**config.mk**
```make
export PLATFORM = sky130hd
export DESIGN_NAME = press_decoder
export DESIGN_NICKNAME = d
export VERILOG_FILES = /design/src/rtl/press_decoder.sv
export SDC_FILE = /design/constraint.sdc
export NUM_CORES = 1
export LEC_CHECK = 0
export BUFFER_PORTS_ARGS = -buffer_cell sky130_fd_sc_hd__buf_2
export CAP_MARGIN = 20
export CORE_ASPECT_RATIO = 2
export CORE_MARGIN = 1.5
export CORE_UTILIZATION = 45
export DETAILED_ROUTE_END_ITERATION = 6
export PLACE_DENSITY = 0.72
export SKIP_LAST_GASP = 1
export SLEW_MARGIN = 20
export SYNTH_ARGS = -nofsm -noshare
export SYNTH_HDL_FRONTEND = slang
export SYNTH_SLANG_ARGS = --single-unit
```
**constraint.sdc**
```tcl
create_clock -name clk -period 2.11 [get_ports clk]
set_clock_uncertainty 0.1 [all_clocks]
set_input_delay 0.422 -clock clk [delete_from_list [all_inputs] [get_ports clk]]
set_output_delay 0.422 -clock clk [all_outputs]
set_load 0.05 [all_outputs]
```
**src/rtl/press_decoder.sv**
```systemverilog
// Classifies debounced button gestures into short, long and double presses.
// Optional auto-repeat while a long press is held: define AUTO_REPEAT_EN.
module press_decoder #(
  parameter int TICK_CYCLES  = 50000,
  parameter int LONG_TICKS   = 800,
  parameter int GAP_TICKS    = 250,
  parameter int REPEAT_TICKS = 200
) (
  input  logic clk,
  input  logic reset_n,
  input  logic clean_in,
  output logic short_press,
  output logic long_press,
  output logic double_press,
  output logic repeat_press,
  output logic busy
);

  localparam int PW = (TICK_CYCLES > 1) ? $clog2(TICK_CYCLES) : 1;
  localparam int LG = (LONG_TICKS > GAP_TICKS) ? LONG_TICKS : GAP_TICKS;
  localparam int TM = (LG > REPEAT_TICKS) ? LG : REPEAT_TICKS;
  localparam int TW = $clog2(TM + 1);

  localparam logic [PW-1:0] PRESC_LAST = PW'(TICK_CYCLES - 1);
  localparam logic [TW-1:0] LONG_T     = TW'(LONG_TICKS);
  localparam logic [TW-1:0] GAP_T      = TW'(GAP_TICKS);

  typedef enum logic [2:0] {
    S_WAIT_REL,
    S_IDLE,
    S_PRESS1,
    S_WAIT_GAP,
    S_PRESS2,
    S_LONG_HELD
  } state_t;

  state_t        state_q;
  logic [PW-1:0] presc_q;
  logic [TW-1:0] tcnt_q;
  logic          short_q;
  logic          long_q;
  logic          double_q;
  logic          repeat_q;
  logic          busy_q;
  logic          tick;
  logic          cnt_en;

  assign tick = (presc_q == PRESC_LAST);

`ifdef AUTO_REPEAT_EN
  localparam logic [TW-1:0] REP_LAST = TW'(REPEAT_TICKS - 1);
  logic rep_q;

  assign cnt_en = (state_q == S_PRESS1) || (state_q == S_WAIT_GAP) ||
                  (state_q == S_PRESS2) ||
                  ((state_q == S_LONG_HELD) && rep_q);
`else
  assign cnt_en = (state_q == S_PRESS1) || (state_q == S_WAIT_GAP) ||
                  (state_q == S_PRESS2);
`endif

  always_ff @(posedge clk) begin
    if (!reset_n) begin
      state_q  <= S_WAIT_REL;
      presc_q  <= '0;
      tcnt_q   <= '0;
      short_q  <= 1'b0;
      long_q   <= 1'b0;
      double_q <= 1'b0;
      repeat_q <= 1'b0;
      busy_q   <= 1'b1;
`ifdef AUTO_REPEAT_EN
      rep_q    <= 1'b0;
`endif
    end else begin
      short_q  <= 1'b0;
      long_q   <= 1'b0;
      double_q <= 1'b0;
      repeat_q <= 1'b0;
      // Counters only run in states that time something.
      if (cnt_en) begin
        if (tick) begin
          presc_q <= '0;
          tcnt_q  <= tcnt_q + 1'b1;
        end else begin
          presc_q <= presc_q + 1'b1;
        end
      end else begin
        presc_q <= '0;
        tcnt_q  <= '0;
      end
      unique case (state_q)
        S_WAIT_REL: begin
          if (!clean_in) begin
            state_q <= S_IDLE;
            busy_q  <= 1'b0;
          end
        end
        S_IDLE: begin
          if (clean_in) begin
            state_q <= S_PRESS1;
            busy_q  <= 1'b1;
            presc_q <= '0;
            tcnt_q  <= '0;
          end
        end
        S_PRESS1: begin
          if (!clean_in) begin
            state_q <= S_WAIT_GAP;
            presc_q <= '0;
            tcnt_q  <= '0;
          end else if (tcnt_q == LONG_T) begin
            state_q <= S_LONG_HELD;
            long_q  <= 1'b1;
            presc_q <= '0;
            tcnt_q  <= '0;
`ifdef AUTO_REPEAT_EN
            rep_q   <= 1'b1;
`endif
          end
        end
        S_WAIT_GAP: begin
          if (clean_in) begin
            state_q <= S_PRESS2;
            presc_q <= '0;
            tcnt_q  <= '0;
          end else if (tcnt_q == GAP_T) begin
            state_q <= S_IDLE;
            short_q <= 1'b1;
            busy_q  <= 1'b0;
          end
        end
        S_PRESS2: begin
          if (!clean_in) begin
            state_q  <= S_IDLE;
            double_q <= 1'b1;
            busy_q   <= 1'b0;
          end else if (tcnt_q == LONG_T) begin
            state_q  <= S_LONG_HELD;
            double_q <= 1'b1;
            presc_q  <= '0;
            tcnt_q   <= '0;
`ifdef AUTO_REPEAT_EN
            rep_q    <= 1'b0;
`endif
          end
        end
        S_LONG_HELD: begin
          if (!clean_in) begin
            state_q <= S_IDLE;
            busy_q  <= 1'b0;
          end
`ifdef AUTO_REPEAT_EN
          else if (rep_q && tick && (tcnt_q == REP_LAST)) begin
            repeat_q <= 1'b1;
            presc_q  <= '0;
            tcnt_q   <= '0;
          end
`endif
        end
        default: begin
          state_q <= S_WAIT_REL;
          busy_q  <= 1'b1;
        end
      endcase
    end
  end

  assign short_press  = short_q;
  assign long_press   = long_q;
  assign double_press = double_q;
  assign repeat_press = repeat_q;
  assign busy         = busy_q;

endmodule

```
# == After elaboration in Yosys (flattened, before gate mapping) ==
# Index checks and enable logic that the tools add are counted.
# word_totals
register_bits,33
out_inout_bits,5
inputBits,3
# op_classes
n_reduce_logical,11
eq_ne,14
n_mux,30
n_addsub,2
bitwise,3
# op_table
op,count
$mux W16,6
$mux W10,6
$pmux W16 S3,1
$pmux W10 S3,1
$mux W3,7
$add A16 B1 Y16 const B,1
$eq A16 B16 Y1 const B,1
$pmux W3 S5,1
$add A10 B1 Y10 const B,1
$eq A10 B10 Y1 const B,1
$eq A10 B8 Y1 const B,1
$ne A2 B2 Y1 const B,4
$mux W1,7
$eq A3 B2 Y1 const B,2
$eq A3 B3 Y1 const B,2
$reduce_and A3 Y1,2
$reduce_or A3 Y1,2
$reduce_and A5 Y1,1
$pmux W1 S4,1
$reduce_or A2 Y1,2
$eq A3 B1 Y1 const B,1
$logic_not A3 Y1,1
$ne A3 B2 Y1 const B,1
$not A1 Y1,3
other kinds (3),4

# == Depth between registers and ports, before layout ==
# depth
word_depth,7
depth_mapped,9

# == Least setup slack after synthesis ==
# OpenSTA, ideal clock, no wires.
# synth_path
kind,reg2reg
startpoint,register tcnt_q[0]
endpoint,register presc_q[7]
path_stages_with_launch,10
synth_period_minus_slack_ns,1.799
t_arrival_ns,1.635
t_required_ns,1.946
path_slack_ns,0.311
path_cell_list,dfxtp_1 -> inv_1 -> ha_1 -> and4bb_1 -> and4_4 -> o31ai_2 -> nand2b_1 -> buf_6 -> buf_8 -> nor2_1
# synth_between
elab_chain_len,4
elab_cells_between_ends,5
cone_classes,eq/ne: 1; mux: 4
# synth_rtl
item,line,source
from (decl),39,logic [TW-1:0] tcnt_q;
from (signal assigned),84,tcnt_q <= tcnt_q + 1'b1;
$eq A10 B10 Y1 *,"112, 138",
$mux W16 *,"112, 138",
"$mux W16, on equally long branches","134, 108",
$pmux W16 S3 *,92,unique case (state_q)
to (signal assigned),86,presc_q <= presc_q + 1'b1;
to (decl),38,logic [PW-1:0] presc_q;
# Mark *: on every way between the ends. The rest lies on a longest branch, timed or not.
# A chain may end at the register's enable or synchronous reset.

# == Worst setup path after layout ==
# layout_path
startpoint,register tcnt_q[0]
endpoint,register tcnt_q[7]
# layout_between
elab_chain_len,6
elab_cells_between_ends,9
cone_classes,add/sub: 1; eq/ne: 1; mux: 7
# layout_rtl
item,line,source
$add A10 B1 Y10,84,
$mux W10,82,if (tick) begin
$mux W10,81,if (cnt_en) begin
$mux W10,"112, 138",
"$mux W10, on equally long branches","134, 108",
$pmux W10 S3 *,92,
# Marks and branches as above.

==> run metrics <==
CORE AREA 3420 um2; commonest non-fill, non-tap cells in the layout 33 x dfxtp_1, 29 x nor2_1, 17 x nand2_1; period utilisation layout 0.888; Synth Instances 185; hold depth 2; CTS max path bufs 2; syn nets 192; synthesized area 1610 um2; Crit-path slowest cell dfxtp_1; WL/cell 12.2 um; Crit path required time 2.23 ns; delay-heaviest family, CP simple AND/OR/NAND/NOR gates; FF-to-FF path depth 8; num ports 8; initial antenna violation count 0; Final Util 0.521; largest net degree at the start of global routing 18; Yosys warning count 0; Min Hold Slack 0.269 ns; Yosys cell types 41; first-pass GRT wire length 4710 um; CTS Buf Count 5; PD cells 724 nW/um2; commonest non-fill, non-tap cell in the layout dfxtp_1; GP Congestion 0.810; final net count 200; Worst Path Buf+Inv 2; RSZ-0062 raised after global routing false; GRT Total Usage 0.166; Avg Vias per Cell 5.29; f_max 0.533 GHz; DRC Markers 0; crit path max fanout 17; Slew Limit Fails 0; Fin Setup TNS 0 ns; critical path, cell by cell inv_1 -> ha_1 -> and4bb_1 -> and4_4 -> o31ai_2 -> nand2b_1 -> buf_4 -> nor2_1; Worst path depth 8; Largest stage delay, worst path 0.36 ns; Tmin final 1.87 ns; final setup vio count 0; WS Path Type register to register; post-CTS sizing 0; Worst-path clk slew 0.06 ns; post-route ant nets 0; CTS Sinks 33; drt total wl 2960 um; maximum vdd drop 0.594 mV; DRT Pass-1 Iters 4; sequential area share after synthesis 0.410; status complete, no violations; clock root buffer master clkbuf_8; Worst setup SP type register; Critical Path AT 2.00 ns; syn_area_per_cell 8.71 um2; Die ar. 3970 um2; Seq cells post-synth 33; CP Capture Type register; num rows 30; share of cells above drive strength 1 0.113; FILL cells 332; Die X-Extent 45.3 um; final HPWL from detailed placement 2220 um; I/O Buffers 6; Hold-fix buffers, CTS 0; fin worst setup slack 0.235 ns; global route overflow 0; P&R area growth vs syn 10.3%; post-place setup slack 0.236 ns; Final Hold Viols 0; max cap viols 0; Initial Util 0.472; n_diodes 0; CTS tree built; DR vias 1280; Design Power 1.29 mW; vias in the first global route 1119; Setup Fix Bufs, Post-CTS 0; CTS H-tree depth 2; DR iter-0 viols 14; worst min-delay path category primary input to register; Worst-Skew Late Latency 0.29 ns; Die Ht 87.6 um; P_leak 0.618 nW
## worst paths after layout
path         slack (ns)        from    endpoint
max                0.24   tcnt_q[0]   tcnt_q[7]
min                0.27     reset_n        busy
max reg2reg        0.24   tcnt_q[0]   tcnt_q[7]
min reg2reg        0.35  presc_q[0]  presc_q[0]
## worst reg2reg max path, cell delays in order, from the launching register on
cell,delay (ns)
dfxtp_1,0.36
inv_1,0.09
ha_1,0.19
and4bb_1,0.19
and4_4,0.19
o31ai_2,0.26
nand2b_1,0.09
buf_4,0.20
nor2_1,0.13
## synthesized netlist by cell type
master / n / share of area
dfxtp_1: 33 / 0.41
nor2_1: 29 / 0.068
nand2_1: 17 / 0.040
xor2_1: 12 / 0.065
xnor2_1: 11 / 0.060
and3_1: 9 / 0.035
nand3_1: 8 / 0.025
nand4_1: 8 / 0.031
nor3_1: 8 / 0.025
inv_1: 5 / 0.012
ha_1: 4 / 0.031
o21ai_0: 4 / 0.012
a21oi_1: 3 / 0.0093
and4_1: 2 / 0.011
and4bb_2: 2 / 0.016
buf_4: 2 / 0.0093
nand2b_1: 2 / 0.0078
nor2b_1: 2 / 0.0078
nor4_1: 2 / 0.0078
a21boi_0: 1 / 0.0047
a31oi_1: 1 / 0.0039
a41oi_1: 1 / 0.0054
and2b_1: 1 / 0.0047
and4_4: 1 / 0.0070
and4bb_1: 1 / 0.0078
buf_2: 1 / 0.0031
buf_6: 1 / 0.0070
buf_8: 1 / 0.0093
clkbuf_1: 1 / 0.0023
clkbuf_2: 1 / 0.0031
conb_1: 1 / 0.0023
mux2i_1: 1 / 0.0062
nand3b_1: 1 / 0.0047
nor2_2: 1 / 0.0039
nor3b_1: 1 / 0.0047
nor4b_2: 1 / 0.0093
o221ai_1: 1 / 0.0054
o311a_1: 1 / 0.0062
o31ai_2: 1 / 0.0078
or2b_1: 1 / 0.0047
or3b_2: 1 / 0.0054
## state kept, by name (all words and copies together) (netlist names)
| name | count |
|---|---|
| busy | 1 |
| short_press | 1 |
| state_q | 3 |
| presc_q | 16 |
| long_press | 1 |
| tcnt_q | 10 |
| double_press | 1 |
## where the power goes
group          internal, mW  switching [mW]
Sequential            0.628         0.00639
Combinational        0.0172          0.0329
Clock                 0.385           0.218
## layer usage
layer  vias to the layer above  share of wire  GRT usage
met4                         0          0.027     0.0963
met1                       605           0.40      0.162
met3                         8          0.025     0.0495
met2                        17           0.55      0.292
li1                        650              -          -
met5                         -              0          0
## cells by family after synthesis
group,after synthesis,synth area share
flops,33,0.410
buf+inv,12,0.0458
xor+xnor,23,0.125
compound gates,13,0.0551
other cells,1,0.00233
mux,1,0.00621
simple gates,98,0.325
fa+ha+maj,4,0.0311
## metrics by stage
| step | std cells | cell area (um2) |
|---|---|---|
| 2_1_floorplan | 185 | 1610 |
| 3_3_place_gp | 234 | 1660 |
| 3_5_place_dp | 234 | 1660 |
| 4_1_cts | 242 | 1780 |
| 5_1_grt | 242 | 1780 |
| 6_report | 242 | 1780 |
## area by class of cell
cell class              instances  area, um2  area share
inverters                       5       18.8      0.0106
multi-input cells             140        877       0.493
clock buffers                   7       86.3      0.0486
repair buffers                  8       45.0      0.0253
flip-flops and latches         33        661       0.372
well taps                      48       60.1      0.0338
clock inverters                 1       30.0      0.0169
(Power assumes the default switching activity.)
